[src/rtl/dht_sched.sv]
// ============================================================================
// Module : dht_sched
// Brief  : DHT11 measurement scheduler: trigger gating, timeout, checksum
//          validation, retries and last-good humidity/temperature capture.
// Rev    : 1.0  initial release
// ============================================================================
`timescale 1ns/1ps
`default_nettype none

module dht_sched #(
    parameter int MIN_GAP_CYC = 100_000_000,
    parameter int PERIOD_CYC  = 250_000_000,
    parameter int TIMEOUT_CYC = 2_500_000,
    parameter int MAX_RETRY   = 3
) (
    input  logic        i_clk,
    input  logic        i_rst_n,
    input  logic        i_auto_en,
    input  logic        i_req,
    output logic        o_start,
    input  logic        i_done,
    input  logic [39:0] i_data,
    output logic [7:0]  o_humi,
    output logic [7:0]  o_temp,
    output logic        o_valid,
    output logic        o_upd,
    output logic        o_err,
    output logic [7:0]  o_fail_cnt,
    output logic [2:0]  o_state
);

    localparam int GAP_W = $clog2(MIN_GAP_CYC + 1);
    localparam int PER_W = $clog2(PERIOD_CYC + 1);
    localparam int TO_W  = $clog2(TIMEOUT_CYC + 1);

    localparam logic [GAP_W-1:0] c_GAP_MAX   = GAP_W'(MIN_GAP_CYC);
    localparam logic [PER_W-1:0] c_PER_LAST  = PER_W'(PERIOD_CYC - 1);
    localparam logic [TO_W-1:0]  c_TO_LAST   = TO_W'(TIMEOUT_CYC - 1);
    localparam logic [3:0]       c_MAX_RETRY = 4'(MAX_RETRY);

    localparam logic [2:0] c_IDLE  = 3'd0;
    localparam logic [2:0] c_START = 3'd1;
    localparam logic [2:0] c_WAIT  = 3'd2;
    localparam logic [2:0] c_CHECK = 3'd3;

    logic [2:0]       r_state;
    logic [2:0]       w_state_nxt;
    logic [GAP_W-1:0] r_gap_cnt;
    logic [PER_W-1:0] r_per_cnt;
    logic [TO_W-1:0]  r_to_cnt;
    logic [3:0]       r_retry;
    logic             r_pend;
    logic [39:0]      r_frame;

    logic       w_per_wrap;
    logic       w_to_hit;
    logic [7:0] w_sum;
    logic       w_success;
    logic       w_fail;
    logic [3:0] w_retry_inc;
    logic       w_final;

    assign w_per_wrap  = i_auto_en && (r_per_cnt == c_PER_LAST);
    assign w_to_hit    = (r_state == c_WAIT) && !i_done && (r_to_cnt == c_TO_LAST);
    assign w_sum       = r_frame[39:32] + r_frame[31:24] + r_frame[23:16] + r_frame[15:8];
    assign w_success   = (r_state == c_CHECK) && (w_sum == r_frame[7:0]);
    assign w_fail      = ((r_state == c_CHECK) && (w_sum != r_frame[7:0])) || w_to_hit;
    assign w_retry_inc = r_retry + 4'd1;
    assign w_final     = w_fail && (w_retry_inc == c_MAX_RETRY);

    always_ff @(posedge i_clk or negedge i_rst_n) begin
        if (!i_rst_n) begin
            r_state <= c_IDLE;
        end else begin
            r_state <= w_state_nxt;
        end
    end

    always_comb begin
        w_state_nxt = r_state;
        case (r_state)
            c_IDLE:  if (r_pend && (r_gap_cnt == c_GAP_MAX)) w_state_nxt = c_START;
            c_START: w_state_nxt = c_WAIT;
            c_WAIT: begin
                if (i_done) begin
                    w_state_nxt = c_CHECK;
                end else if (w_to_hit) begin
                    w_state_nxt = c_IDLE;
                end
            end
            c_CHECK: w_state_nxt = c_IDLE;
            default: w_state_nxt = c_IDLE;
        endcase
    end

    always_comb begin
        o_start = (r_state == c_START);
        o_state = r_state;
    end

    always_ff @(posedge i_clk or negedge i_rst_n) begin
        if (!i_rst_n) begin
            r_gap_cnt  <= '0;
            r_per_cnt  <= '0;
            r_to_cnt   <= '0;
            r_retry    <= '0;
            r_pend     <= 1'b0;
            r_frame    <= '0;
            o_humi     <= '0;
            o_temp     <= '0;
            o_valid    <= 1'b0;
            o_upd      <= 1'b0;
            o_err      <= 1'b0;
            o_fail_cnt <= '0;
        end else begin
            if (r_state == c_START) begin
                r_gap_cnt <= '0;
            end else if (r_gap_cnt != c_GAP_MAX) begin
                r_gap_cnt <= r_gap_cnt + GAP_W'(1);
            end

            if (!i_auto_en || w_per_wrap) begin
                r_per_cnt <= '0;
            end else begin
                r_per_cnt <= r_per_cnt + PER_W'(1);
            end

            if (r_state == c_START) begin
                r_to_cnt <= '0;
            end else if ((r_state == c_WAIT) && !i_done && !w_to_hit) begin
                r_to_cnt <= r_to_cnt + TO_W'(1);
            end

            if ((r_state == c_WAIT) && i_done) begin
                r_frame <= i_data;
            end

            // A new request in the same cycle as a clear keeps the next read queued
            if (i_req || w_per_wrap) begin
                r_pend <= 1'b1;
            end else if (w_success || w_final) begin
                r_pend <= 1'b0;
            end

            if (w_success || w_final) begin
                r_retry <= '0;
            end else if (w_fail) begin
                r_retry <= w_retry_inc;
            end

            if (w_fail && (o_fail_cnt != 8'hFF)) begin
                o_fail_cnt <= o_fail_cnt + 8'd1;
            end

            if (w_success) begin
                o_humi  <= r_frame[39:32];
                o_temp  <= r_frame[23:16];
                o_valid <= 1'b1;
            end

            o_upd <= w_success;
            o_err <= w_final;
        end
    end

endmodule

`default_nettype wire

[config.mk]
export PLATFORM = sky130hd
export DESIGN_NAME = dht_sched
export DESIGN_NICKNAME = d
export VERILOG_FILES = /design/src/rtl/dht_sched.sv
export SDC_FILE = /design/constraint.sdc
export NUM_CORES = 1
export LEC_CHECK = 0
export CORE_UTILIZATION = 40
export DETAILED_ROUTE_END_ITERATION = 8
export GPL_ROUTABILITY_DRIVEN = 0
export PLACE_DENSITY_LB_ADDON = 0.05
export SLEW_MARGIN = 10
export SYNTH_ARGS = -nofsm -noshare
export SYNTH_HDL_FRONTEND = slang
export SYNTH_SLANG_ARGS = --single-unit
[constraint.sdc]
create_clock -name i_clk -period 4.3 [get_ports i_clk]
set_input_delay 0.86 -clock i_clk [delete_from_list [all_inputs] [get_ports i_clk]]
set_output_delay 0.86 -clock i_clk [all_outputs]
set_load 0.005 [all_outputs]
After elaboration in Yosys (flattened, before gate mapping)
Cells that the tools add are included.
{"block": "word_totals", "out_inout_bits": 31, "reg_bits": 152, "elab_cells": 70, "input_bits": 45}
{"block": "op_classes", "n_mux": 13, "add_sub_neg": 8, "eq_ne": 13, "reduce_logical": 23}
{"op": "$mux W27", "n": 2}
{"op": "$mux W22", "n": 2}
{"op": "$add A28 B1 Y28 const B", "n": 1}
{"op": "$eq A28 B28 Y1 const B", "n": 1}
{"op": "$mux W28", "n": 1}
{"op": "$add A27 B1 Y27 const B", "n": 1}
{"op": "$eq A27 B27 Y1 const B", "n": 1}
{"op": "$ne A27 B27 Y1 const B", "n": 1}
{"op": "$add A8 B8 Y8", "n": 3}
{"op": "$add A22 B1 Y22 const B", "n": 1}
{"op": "$eq A22 B22 Y1 const B", "n": 1}
{"op": "$logic_and A1 B1 Y1", "n": 10}
{"op": "$mux W3", "n": 3}
{"op": "$pmux W3 S3", "n": 1}
{"op": "$add A8 B1 Y8 const B", "n": 1}
{"op": "$eq A8 B8 Y1", "n": 1}
{"op": "$mux W4", "n": 2}
{"op": "$ne A8 B8 Y1", "n": 1}
{"op": "$ne A8 B8 Y1 const B", "n": 1}
{"op": "$reduce_bool A2 Y1", "n": 4}
{"op": "$eq A3 B2 Y1 const B", "n": 2}
{"op": "$add A4 B1 Y4 const B", "n": 1}
{"op": "$eq A4 B2 Y1 const B", "n": 1}
{"op": "$logic_or A1 B1 Y1", "n": 4}
{"op": "other kinds (7)", "n": 10}

Depth between registers and ports, before layout
{"block": "logic_depth", "word_depth": 10, "mapped_depth": 14, "ltp_nobuf": 13}

Worst setup path after synthesis
Ideal clock, no wire load.
{"block": "synth_timing", "path_type": "register -> register", "start": "register r_frame[9]", "end": "register o_humi[0]", "path_buffers": 1, "path_stages_with_launch": 14, "arrival_time_ns": 3.727, "slack_ns": 0.448, "setup_ns": 0.125, "required_time_ns": 4.175, "cell_sequence": "dfrtp_1 > fa_1 > inv_1 > fa_1 > inv_1 > ha_1 > fa_1 > a21o_1 > a21oi_1 > o21ai_0 > xnor2_1 > nor4_2 > buf_2 > mux2_2"}
{"block": "synth_via", "elab_chain_len": 3}
{"element": "start: declaration", "line_no": "53", "text": "logic [39:0] r_frame;"}
{"element": "start signal: assignment", "line_no": "135", "text": "r_frame <= i_data;"}
{"element": "$add A8 B8 Y8", "line_no": "65", "text": "assign w_sum = r_frame[39:32] + r_frame[31:24] + r_frame[23:16] + r_frame[15:8];"}
{"element": "$eq A8 B8 Y1", "line_no": "66", "text": "assign w_success = (r_state == c_CHECK) && (w_sum == r_frame[7:0]);"}
{"element": "$logic_and A1 B1 Y1", "line_no": "66"}
{"element": "end signal: assignment", "line_no": "156", "text": "o_humi <= r_frame[39:32];"}
{"element": "end: declaration", "line_no": "23", "text": "output logic [7:0] o_humi,"}
Every way passes these cells.
A chain may end at the register's enable or synchronous reset.

Worst setup path in the final report
{"block": "layout_timing", "start": "register r_frame[9]", "end": "register o_temp[5]"}
{"block": "layout_via", "elab_chain_len": 3}
{"element": "$add A8 B8 Y8", "line_no": "65"}
{"element": "$eq A8 B8 Y1", "line_no": "66"}
{"element": "$logic_and A1 B1 Y1", "line_no": "66"}
{"element": "end signal: assignment", "line_no": "157", "text": "o_temp <= r_frame[23:16];"}
{"element": "end: declaration", "line_no": "24", "text": "output logic [7:0] o_temp,"}
Every way passes these cells.

==> impl_metrics.env <==
export IMPL_status="complete, but fails checks"
export IMPL_violations="DRC"
export IMPL_stdcell_count=986
export IMPL_initial_core_util_pct=41.12
export IMPL_firstDrtPassIters=6
export IMPL_synth_edf_count=0
export IMPL_finalMaxSlewViolations=0
export IMPL_min_period_over_period_pct=93.55
export IMPL_drive_gt1_share_pct=14.93
export IMPL_routed_wl_met2_um=6949
export IMPL_synth_flop_cell="dfrtp_1"
export IMPL_rows=49
export IMPL_synth_area_per_cell_um2=11.22
export IMPL_power_density_nw_per_um2=746.1
export IMPL_synth_common_cells="dfrtp_1 (151), nor2_1 (94), mux2_2 (57)"
export IMPL_multi_input_area_um2=3500
export IMPL_clock_latency_ns=0.42
export IMPL_track_usage_pct=16.76
export IMPL_tns_ns=0
export IMPL_grt_max_degree=94
export IMPL_crit_top_cell="fa_1"
export IMPL_wl_per_cell_um=14.81
export IMPL_yosysWarnings=0
export IMPL_cp_cell_sequence="fa_1, inv_1, fa_1, inv_1, ha_1, fa_1, a21o_1, a21oi_1, o21ai_0, xnor2_1, buf_4, nor4_4, buf_4, mux2_2"
export IMPL_hp_class="reg2reg"
export IMPL_die_area_um2=19140
export IMPL_clock_skew_ns=0.006880
export IMPL_clockBufferDepth=2
export IMPL_overflow=0
export IMPL_ys_ff_latch=151
export IMPL_pre_cts_slack_ns=0.2238
export IMPL_first_iter_violations=201
export IMPL_finalSetupViolCount=0
export IMPL_p_leak_uw=0.003857
export IMPL_worstMarginPinSlew_ns=0.8817
export IMPL_relSlewSlack_pct=41.22
export IMPL_drv_cap=0
export IMPL_wl_met3_um=652
export IMPL_total_power_uw=6737
export IMPL_path_max_fanout=13
export IMPL_place_inst=954
export IMPL_vias=4962
export IMPL_areaGrowthSynthToFinish_pct=21.42
export IMPL_cts_buffers=17
export IMPL_syn_area_um2=7437
export IMPL_core_area_um2=18090
export IMPL_numPortBuffers=74
export IMPL_cts_hold_buffers=0
export IMPL_fmax_mhz=248.6
export IMPL_synth_cell_types=53
export IMPL_clock_sinks=151
export IMPL_antenna_found_initial=0
export IMPL_vias_per_cell=5.032
export IMPL_fin_crit_ns=4.023
export IMPL_die_h_um=138.4
export IMPL_insertedDiodeCount=0
export IMPL_peakVddDrop_mv=0.4048
export IMPL_drc=4
export IMPL_grt_pass1_wl_um=25470
export IMPL_synth_top_area_share_pct=50.81
export IMPL_wl_um=14610
export IMPL_nets=817
export IMPL_seq_area_um2=3779
export IMPL_synth_seq_area_share_pct=50.81
export IMPL_cp_end_kind="flop"
export IMPL_hold_violations=0
export IMPL_postSynthCellCount=663
export IMPL_syn_nets=736
export IMPL_clk_pin_slew_ns=0.06
export IMPL_final_area_um2=9030
export IMPL_crit_type="reg2reg"
export IMPL_fillCellCount=1626
export IMPL_routed_top_layer="met4"
export IMPL_yosysTopAreaCell="dfrtp_1"
export IMPL_start_kind="flop"
export IMPL_placed_cell_area_um2=8459
export IMPL_rsz0062_at_grt="no"
export IMPL_cp_arrival_ns=4.33
export IMPL_synth_most_common_cell="dfrtp_1"
export IMPL_synthArstFlopShare_pct=100.0
export IMPL_grt_pass1_vias=5165
export IMPL_detail_route_antenna_nets=0
export IMPL_crit_path_top_delay_cell="fa_1"
export IMPL_timing_critical_path_slowest_cell_delay_ns=0.53
export IMPL_synthTopCellsByArea="dfrtp_1 (51%), mux2_2 (8.6%), xor2_1 (6.5%)"
export IMPL_fp_dieW_um=138.4
export IMPL_io_pins=76
export IMPL_post_route_worst_setup_slack_ns=0.2773
export IMPL_cts_root_buffer="clkbuf_16"
export IMPL_cp_required_ns=4.60
export IMPL_hpwl_um=10100
export IMPL_wl_met1_um=6837
export IMPL_htree_levels=4
export IMPL_cts_tree="done"
## logic make-up (layout without fill, tap and decap cells)
kind of cell	after synthesis	count (layout)	synth area share, %
AO/OA/AOI/OAI	37	37	3.483
other	1	1	0.05042
adder cells (fa/ha/maj)	28	28	6.124
AND/OR/NAND/NOR	247	247	16.79
multiplexers	60	60	9.051
XOR/XNOR	96	96	11.31
flip-flops	151	151	50.81
buffers and inverters	43	137	2.389
## critical path: cells and delay by family (launching register included)
family / cells / cell delay, ns
adders and majority gates: 4 / 1.65
AOI/OAI and AO/OA: 3 / 0.56
xor gates and xnor gates: 1 / 0.18
and+or+nand+nor: 1 / 0.22
DFF: 1 / 0.40
buffers and inverters: 4 / 0.53
muxes: 1 / 0.36
## stage by stage
stage	utilization, %	hold WS (ns)
after floorplan	-	0.4650
after global placement	46.77	0.4739
after detailed placement	46.77	0.4793
after CTS	49.91	0.4943
after global routing	49.93	0.5051
final	49.93	0.4869
## timing repair
item | CTS | global route
setup endpoints to repair | 0 | 1
gates resized for setup | 0 | 2
setup buffers | 0 | 0
## layout make-up
| class | instances | area share [%] |
|---|---|---|
| Clock inverter | 13 | 1.386 |
| Sequential cell | 151 | 41.85 |
| Timing Repair Buffer | 81 | 8.937 |
| Inverter | 24 | 0.9976 |
| Clock buffer | 19 | 4.905 |
| Multi-Input combinational cell | 469 | 38.76 |
| Tap cell | 229 | 3.173 |
## per-layer routing
metal	vias to the layer above	global-route usage (%)
met2	86	26.56
met1	2441	22.21
met4	0	5.263
li1	2421	-
met5	-	0
met3	14	4.815
## final timing paths
kind | depth (start not counted) | slack [ns] | from | endpoint
worst max-delay path | 14 | 0.28 | r_frame[9] | o_temp[5]
worst min-delay path | 1 | 0.49 | o_valid | o_valid
worst max register to register | 14 | 0.28 | r_frame[9] | o_temp[5]
worst min register to register | 1 | 0.49 | o_valid | o_valid
max in group asynchronous | 2 | 2.98 | i_rst_n | o_temp[7]
min in group asynchronous | 1 | 0.51 | i_rst_n | r_per_cnt[4]
## registers in the layout, indices dropped and copies added, names as in the netlist
signal      count
r_pend          1
r_retry         4
r_frame        40
r_to_cnt       22
r_per_cnt      28
o_humi          8
o_state         2
o_fail_cnt      8
o_valid         1
r_gap_cnt      27
o_upd           1
o_temp          8
o_err           1
## layout by cell type, fill, tap and decap left out, types with 2 or more instances in the layout
cell	synthesis	final
nor4b_1	4	4
clkinv_4	0	3
nor4_4	1	2
nor2_1	94	94
nor3_1	10	10
o21ai_0	8	8
mux2i_1	2	2
a21o_1	2	2
or3_1	5	5
nand3_1	32	32
and3_1	8	8
inv_1	24	24
a2111oi_1	0	2
ha_1	14	14
mux2_2	57	57
nor4_1	8	8
a21oi_1	9	9
clkbuf_16	0	17
or4_1	3	3
and4_1	3	3
nand3b_1	3	3
o21bai_1	3	3
xor2_1	55	55
clkdlybuf4s50_1	0	73
or2_2	3	3
xnor2_1	41	41
buf_4	1	6
nand4_1	20	20
fa_1	14	14
nand2_1	39	39
dfrtp_1	151	151
a211oi_1	5	5
clkinvlp_4	0	8
and2_1	3	3
## where the power goes
| part | switching [µW] | internal, µW |
|---|---|---|
| clock network | 606 | 814 |
| registers | 330 | 1790 |
| logic | 1550 | 1650 |
| total | 2480 | 4260 |
Power figures use the tool's default switching activity.
